## config.mk

```make
export PLATFORM = sky130hd
export DESIGN_NAME = pipe_hazard_ctrl_flat
export DESIGN_NICKNAME = d
export VERILOG_FILES = /design/src/rtl/pipe_hazard_ctrl_if.sv /design/src/rtl/pipe_hazard_ctrl.sv /design/src/flat_wrapper.sv
export SDC_FILE = /design/constraint.sdc
export NUM_CORES = 1
export LEC_CHECK = 0
export ABC_CLOCK_PERIOD_IN_PS = 1300
export BUFFER_PORTS_ARGS = -buffer_cell sky130_fd_sc_hd__buf_2
export CORE_AREA = 3 3 40 42
export CTS_CLUSTER_SIZE = 40
export DETAILED_ROUTE_END_ITERATION = 8
export DIE_AREA = 0 0 43 45
export MAX_ROUTING_LAYER = met4
export PLACE_DENSITY = 0.49
export SYNTH_ARGS = -nofsm -noshare
export SYNTH_HDL_FRONTEND = slang
export SYNTH_SLANG_ARGS = --single-unit
```

## constraint.sdc

```tcl
create_clock -name clk -period 1.3 [get_ports clk]
set_input_delay 0.26 -clock clk [delete_from_list [all_inputs] [get_ports clk]]
set_output_delay 0.26 -clock clk [all_outputs]
set_load 0.005 [all_outputs]
```

## src/rtl/pipe_hazard_ctrl_if.sv

```systemverilog
// Hazard/control bundle between the pipeline datapath and pipe_hazard_ctrl.
// master = datapath side (drives hazard indications), slave = the controller.
interface pipe_hazard_ctrl_if;
    logic       load_use_bubble;
    logic       jump_flush;
    logic       branch_taken;
    logic       exception;
    logic       irq_req;
    logic       kernel_mode;
    logic       id_valid;
    logic       ex_branch;
    logic       pc_we;
    logic       if_id_we;
    logic       if_id_flush;
    logic       id_ex_flush;
    logic       irq_to_ctrl;
    logic       irq_ack;
    logic [1:0] irq_state;

    // All signals are single-cycle levels sampled on the rising clk edge; no handshake stalls.
    modport master (
        output load_use_bubble, jump_flush, branch_taken, exception,
               irq_req, kernel_mode, id_valid, ex_branch,
        input  pc_we, if_id_we, if_id_flush, id_ex_flush,
               irq_to_ctrl, irq_ack, irq_state
    );

    modport slave (
        input  load_use_bubble, jump_flush, branch_taken, exception,
               irq_req, kernel_mode, id_valid, ex_branch,
        output pc_we, if_id_we, if_id_flush, id_ex_flush,
               irq_to_ctrl, irq_ack, irq_state
    );
endinterface

```

## src/rtl/pipe_hazard_ctrl.sv

```systemverilog
// Stall/flush priority logic and IRQ entry FSM for the 5-stage pipeline.
// Optional saturating stall/flush counters are enabled with `define PIPE_HAZARD_STATS_EN.
module pipe_hazard_ctrl #(
    parameter int CNT_W = 16
) (
    input  logic              clk,
    input  logic              reset_b,
    pipe_hazard_ctrl_if.slave hz
`ifdef PIPE_HAZARD_STATS_EN
    ,
    output logic [CNT_W-1:0]  stall_cnt,
    output logic [CNT_W-1:0]  flush_cnt
`endif
);

    if (CNT_W < 1) begin : g_cnt_w_check
        $error("CNT_W must be at least 1");
    end

    typedef enum logic [1:0] {
        IDLE    = 2'd0,
        PENDING = 2'd1,
        ENTERED = 2'd2,
        HANDLER = 2'd3
    } irq_state_t;

    irq_state_t state_q, state_d;
    logic       irq_take;

    always_ff @(posedge clk or negedge reset_b) begin
        if (!reset_b) begin
            state_q    <= IDLE;
            hz.irq_ack <= 1'b0;
        end else begin
            state_q    <= state_d;
            hz.irq_ack <= irq_take;
        end
    end

    // The IRQ may only replace an ID instruction that is real and will not be killed or held.
    always_comb begin
        state_d  = state_q;
        irq_take = 1'b0;
        case (state_q)
            IDLE: begin
                if (hz.irq_req && !hz.kernel_mode) state_d = PENDING;
            end
            PENDING: begin
                irq_take = hz.id_valid && !hz.ex_branch && !hz.branch_taken &&
                           !hz.load_use_bubble && !hz.exception && !hz.kernel_mode;
                if (irq_take)         state_d = ENTERED;
                else if (!hz.irq_req) state_d = IDLE;
            end
            ENTERED: begin
                if (hz.kernel_mode) state_d = HANDLER;
            end
            HANDLER: begin
                if (!hz.kernel_mode) state_d = IDLE;
            end
            default: state_d = IDLE;
        endcase
    end

    assign hz.irq_to_ctrl = irq_take;
    assign hz.irq_state   = state_q;

    // Fixed priority: taken branch > trap entry > load-use stall > jump.
    always_comb begin
        hz.pc_we       = 1'b1;
        hz.if_id_we    = 1'b1;
        hz.if_id_flush = 1'b0;
        hz.id_ex_flush = 1'b0;
        if (hz.branch_taken) begin
            hz.if_id_flush = 1'b1;
            hz.id_ex_flush = 1'b1;
        end else if (hz.exception || irq_take) begin
            hz.if_id_flush = 1'b1;
        end else if (hz.load_use_bubble) begin
            hz.pc_we       = 1'b0;
            hz.if_id_we    = 1'b0;
            hz.id_ex_flush = 1'b1;
        end else if (hz.jump_flush) begin
            hz.if_id_flush = 1'b1;
        end
    end

`ifdef PIPE_HAZARD_STATS_EN
    logic stall_hit;
    // irq_take already excludes load-use, so only branch/exception can pre-empt the stall.
    assign stall_hit = hz.load_use_bubble && !hz.branch_taken && !hz.exception;

    always_ff @(posedge clk or negedge reset_b) begin
        if (!reset_b) begin
            stall_cnt <= '0;
            flush_cnt <= '0;
        end else begin
            if (stall_hit && (stall_cnt != '1))      stall_cnt <= stall_cnt + CNT_W'(1);
            if (hz.if_id_flush && (flush_cnt != '1)) flush_cnt <= flush_cnt + CNT_W'(1);
        end
    end
`endif

endmodule

```

## src/flat_wrapper.sv

```systemverilog
// flat-port wrapper written by rule: the top's interface ports become plain ports
module pipe_hazard_ctrl_flat 
#(
    parameter int CNT_W = 16
)
  (clk, reset_b, hz_load_use_bubble, hz_jump_flush, hz_branch_taken, hz_exception, hz_irq_req, hz_kernel_mode, hz_id_valid, hz_ex_branch, hz_pc_we, hz_if_id_we, hz_if_id_flush, hz_id_ex_flush, hz_irq_to_ctrl, hz_irq_ack, hz_irq_state);
  pipe_hazard_ctrl_if hz_i ();
  input  logic clk;
  input  logic reset_b;
  input wire logic [$bits(hz_i.load_use_bubble)-1:0] hz_load_use_bubble;
  input wire logic [$bits(hz_i.jump_flush)-1:0] hz_jump_flush;
  input wire logic [$bits(hz_i.branch_taken)-1:0] hz_branch_taken;
  input wire logic [$bits(hz_i.exception)-1:0] hz_exception;
  input wire logic [$bits(hz_i.irq_req)-1:0] hz_irq_req;
  input wire logic [$bits(hz_i.kernel_mode)-1:0] hz_kernel_mode;
  input wire logic [$bits(hz_i.id_valid)-1:0] hz_id_valid;
  input wire logic [$bits(hz_i.ex_branch)-1:0] hz_ex_branch;
  output wire logic [$bits(hz_i.pc_we)-1:0] hz_pc_we;
  output wire logic [$bits(hz_i.if_id_we)-1:0] hz_if_id_we;
  output wire logic [$bits(hz_i.if_id_flush)-1:0] hz_if_id_flush;
  output wire logic [$bits(hz_i.id_ex_flush)-1:0] hz_id_ex_flush;
  output wire logic [$bits(hz_i.irq_to_ctrl)-1:0] hz_irq_to_ctrl;
  output wire logic [$bits(hz_i.irq_ack)-1:0] hz_irq_ack;
  output wire logic [$bits(hz_i.irq_state)-1:0] hz_irq_state;
  assign hz_i.load_use_bubble = hz_load_use_bubble;
  assign hz_i.jump_flush = hz_jump_flush;
  assign hz_i.branch_taken = hz_branch_taken;
  assign hz_i.exception = hz_exception;
  assign hz_i.irq_req = hz_irq_req;
  assign hz_i.kernel_mode = hz_kernel_mode;
  assign hz_i.id_valid = hz_id_valid;
  assign hz_i.ex_branch = hz_ex_branch;
  assign hz_pc_we = hz_i.pc_we;
  assign hz_if_id_we = hz_i.if_id_we;
  assign hz_if_id_flush = hz_i.if_id_flush;
  assign hz_id_ex_flush = hz_i.id_ex_flush;
  assign hz_irq_to_ctrl = hz_i.irq_to_ctrl;
  assign hz_irq_ack = hz_i.irq_ack;
  assign hz_irq_state = hz_i.irq_state;
  pipe_hazard_ctrl #(.CNT_W(CNT_W)) u_core (.clk(clk), .reset_b(reset_b), .hz(hz_i));
endmodule
```

---- After elaboration in Yosys (flattened, before gate mapping) ----
Index checks and enable logic that the tools add are counted.
operators by class
  eq/ne operators ......................... 7
  muxes and demuxes ....................... 17
  reductions and logical operators ........ 14
operators by type and width
  cell                                                                     count
  1-bit two-way mux                                                        11
  2-bit two-way mux                                                        5
  2-bit case mux with 4 select lines                                       1
  1-bit logical AND                                                        6
  1-bit logical NOT                                                        5
  2-bit == test, second input constant                                     2
  2-bit inequality test, second input constant                             2
  4-bit AND reduction                                                      1
  3-bit by 2-bit inequality test with 1-bit output, second input constant  1
  2-bit by 1-bit == test with 1-bit output, second input constant          1
  2-bit logical NOT                                                        1
  2-bit by 1-bit inequality test with 1-bit output, second input constant  1
  1-bit logical OR                                                         1
storage, ports and cells
  bits in registers ....................... 3
  input port bits ......................... 10
  output and inout port bits .............. 8
  word-level logic and storage cells ...... 40

---- Logic depth before layout (Yosys ltp) ----
  word-level depth ........................ 10
  gate-level depth with buffers ........... 3
  depth with buffers taken out ............ 3

---- Least setup slack after synthesis ----
OpenSTA, ideal clock, no wires.
  kind .................................... input port to output port
  start point ............................. input port hz_load_use_bubble
  end point ............................... output port hz_irq_to_ctrl
  arrival time ............................ 0.988 ns
  data required time ...................... 1.040 ns
  path slack .............................. 0.052 ns
  cell stages on the path ................. 3
  path buffers ............................ 0
  cell sequence ........................... or3b_4 -> nor3_2 -> and2_1
on the way
  cells in the longest elaborated chain, start to end .. 5
RTL lines
  element                         line                    RTL
  start: declaration              flat_wrapper.sv:10      input wire logic [$bits(hz_i.load_use_bubble)-1:0] hz_load_use_bubble;
  1-bit logical NOT               pipe_hazard_ctrl.sv:50  !hz.load_use_bubble && !hz.exception && !hz.kernel_mode;
  1-bit logical AND               pipe_hazard_ctrl.sv:49  irq_take = hz.id_valid && !hz.ex_branch && !hz.branch_taken &&
  1-bit logical AND (2 in a row)  pipe_hazard_ctrl.sv:50
  1-bit two-way mux               pipe_hazard_ctrl.sv:44  case (state_q)
  end: declaration                flat_wrapper.sv:22      output wire logic [$bits(hz_i.irq_to_ctrl)-1:0] hz_irq_to_ctrl;
Every way passes these cells.

---- Worst setup path in the final report ----
  start point ............................. input port hz_ex_branch
  end point ............................... output port hz_irq_to_ctrl
on the way
  cells in the longest elaborated chain, start to end .. 7
RTL lines
  element                         line                    RTL
  start: declaration              flat_wrapper.sv:17      input wire logic [$bits(hz_i.ex_branch)-1:0] hz_ex_branch;
  1-bit logical NOT               pipe_hazard_ctrl.sv:49
  1-bit logical AND (3 in a row)  pipe_hazard_ctrl.sv:49
  1-bit logical AND (2 in a row)  pipe_hazard_ctrl.sv:50
  1-bit two-way mux               pipe_hazard_ctrl.sv:44
Every way passes these cells.

==> metrics.txt <==
status finished with violations; violated checks setup timing; FF-to-FF Start u_core.hz.irq_state[0]; drt pass-1 iters 1; Comb pwr share 23.2%; Layout area overhead 117.3%; clock net sink count 3; Mapped Cells 19; period utilization 109.2%; Avg WL per Cell 10.19 microns; DRC 0; Slew headroom 82.90%; worst vdd ir 0.2902 mV; WP data arrival 1.16 ns; Setup Viol. Count Final 2; Sw Ratio 23.57%; sequential power share 29.4%; Leak Pwr 0.2085 nW; most frequent cells in the layout buf_2, buf_4, dfrtp_1, clkbuf_4, buf_6; # IOs 18; DR vias/cell 3.984; Tot Pwr 0.0003433 W; Hold Fails Final Rpt 0; Worst Hold Path EP u_core.hz.irq_state[0]; worst hold path type primary input to flop; Yosys reg bits 3; CP required 1.04 ns; Reg2Reg Depth 6; GP Congestion 0.6533; total CTS buffers 3; Max Slew Vio Count 0; min cycle time layout 1.420 ns; synthesized cell area 187.7 sq um; RSZ-0062 raised after global routing true; TritonCTS clock tree done; Antenna Diode Count 0; Initial Utilization 14.61%; Fmax 0.7044 GHz; YS warnings 0; P_sw 0.00008091 W; Pint 0.0002624 W; pin count of the biggest net entering global routing 5; Setup TNS Final -0.2178 ns; # port buffers 17; die width 43 microns; Core Area 0.001285 sq mm; Max H-tree Level 1; share of cells above drive strength 1 66.67%; crit-path max FO 3; Hold Path Origin hz_kernel_mode; CP Launch Type primary input; antenna violations before repair 0; critical path class primary input to primary output; Design Area, Final 407.9 sq um; MaxCap Viol Count 0; r2r setup slk 0.06 ns; Worst-Margin Slew 0.2542 ns; PnR worst setup slack -0.1196 ns; commonest non-fill, non-tap cell in the layout buf_2; Layout Skew 0.003439 ns; RR Endpoint u_core.hz.irq_state[0]; first-pass GRT wire length 952 microns; clock transition at the registers of the reported paths 0.03 ns; GRT overflow 0; DR vias 251; Power per Cell Area 841.7 mW/mm^2; WHS Path Cells 2; Synth Area per Inst 9.878 sq um; Mapped Nets 29; die area 0.001935 sq mm; sequential fraction of the synthesis area 40.00%; GRT Total Usage 7.382%; initial drt markers 0; Synth cell types 16; worst-case clock buffer depth 2; final wirelength 642 microns; NumNets Final 59; worst skew pair latency 0.23 ns; dpl hpwl 476.6 microns; power share of the clock group 47.4%; CTS Root Cell clkbuf_4; Row Count 13; Die Ht 45 microns; placed cell areas 306.5 sq um; number of global-route vias before repair 253; Crit. End Element primary output; post-route ant nets 0
[cells in the mapped netlist]
| library cell | number | area, sq um |
|---|---|---|
| nand2b_2 | 1 | 8.760 |
| inv_1 | 1 | 3.750 |
| a211oi_1 | 1 | 7.510 |
| a22o_1 | 1 | 8.760 |
| mux2i_1 | 1 | 10.01 |
| or3b_4 | 1 | 11.26 |
| a21o_1 | 1 | 7.510 |
| buf_4 | 1 | 7.510 |
| nand3b_1 | 1 | 7.510 |
| nor2_1 | 2 | 7.510 |
| nand2_1 | 1 | 3.750 |
| and2_1 | 1 | 6.260 |
| dfrtp_1 | 3 | 75.07 |
| nor3_2 | 1 | 10.01 |
| nor4_1 | 1 | 6.260 |
| nand2b_1 | 1 | 6.260 |
[timing repair]
| item | CTS | global route |
|---|---|---|
| resized for setup | 5 | 0 |
| buffers inserted | 2 | 3 |
| endpoints found under the setup margin | 2 | 2 |
| hold buffers | 1 | 0 |
| endpoints found under the hold margin | 3 | 0 |
| pin swaps | 2 | 0 |
[per-layer routing]
| layer | part of all wire, % | GRT usage (%) | vias to the layer above |
|---|---|---|---|
| met2 | 59 | 12.57 | 7 |
| li1 | - | - | 124 |
| met1 | 34 | 5.797 | 118 |
| met5 | 0 | - | - |
| met3 | 5.0 | 1.992 | 2 |
| met4 | 2.8 | 9.036 | 0 |
[worst max path at each step]
stage,startpoint,endpoint,slack [ns],cells after the start
finish,hz_ex_branch,hz_irq_to_ctrl,-0.12,5
floorplan,hz_load_use_bubble,hz_irq_to_ctrl,0.05,3
CTS,hz_ex_branch,hz_irq_to_ctrl,-0.11,5
global route,u_core.hz.irq_state[0],hz_irq_to_ctrl,-0.17,4
global placement,hz_load_use_bubble,hz_irq_to_ctrl,-0.19,5
detailed placement,hz_load_use_bubble,hz_irq_to_ctrl,-0.21,5
[layout make-up]
class / count / area (sq um)
fill: 137 / 877.1
timing repair buffer: 26 / 173.9
clock buffer: 4 / 26.28
sequential: 3 / 75.07
tap: 15 / 18.77
multi-input combinational: 14 / 110.1
inverter: 1 / 3.754
[cell families (layout without fill, tap and decap cells)]
| logic type | after synthesis | in the layout | share of synthesized area [%] |
|---|---|---|---|
| AOI/OAI and AO/OA | 3 | 3 | 12.67 |
| muxes | 1 | 1 | 5.334 |
| buffers and inverters | 2 | 31 | 6.000 |
| and+or+nand+nor | 10 | 10 | 36.01 |
| DFF | 3 | 3 | 40.00 |
[power by group through the flow]
| stage | registers, W | logic [W] | clock network, W |
|---|---|---|---|
| floorplan | 0.000103 | 0.0000210 | 0 |
| global placement | 0.000102 | 0.0000570 | 0 |
| detailed placement | 0.000102 | 0.0000573 | 0 |
| CTS | 0.000101 | 0.0000730 | 0.000170 |
| global route | 0.000101 | 0.0000867 | 0.000178 |
| finish | 0.000101 | 0.0000796 | 0.000163 |
[worst max-delay path: stages]
cell and delay, ns:
buf_6 0.09, or3b_4 0.41, nor3_4 0.15, and2_4 0.17
buf_6 0.09
[stage by stage]
stage,instances,hold slack (ns),util [%],setup WS [ns]
after global placement,53,0.05811,23.86,-0.1950
after global routing,63,0.2413,31.74,-0.1674
after floorplan,19,-0.03559,-,0.05187
after detailed placement,53,0.05566,23.86,-0.2058
final,63,0.2412,31.74,-0.1196
after CTS,60,0.2391,29.99,-0.1116
Power figures use the tool's default switching activity.
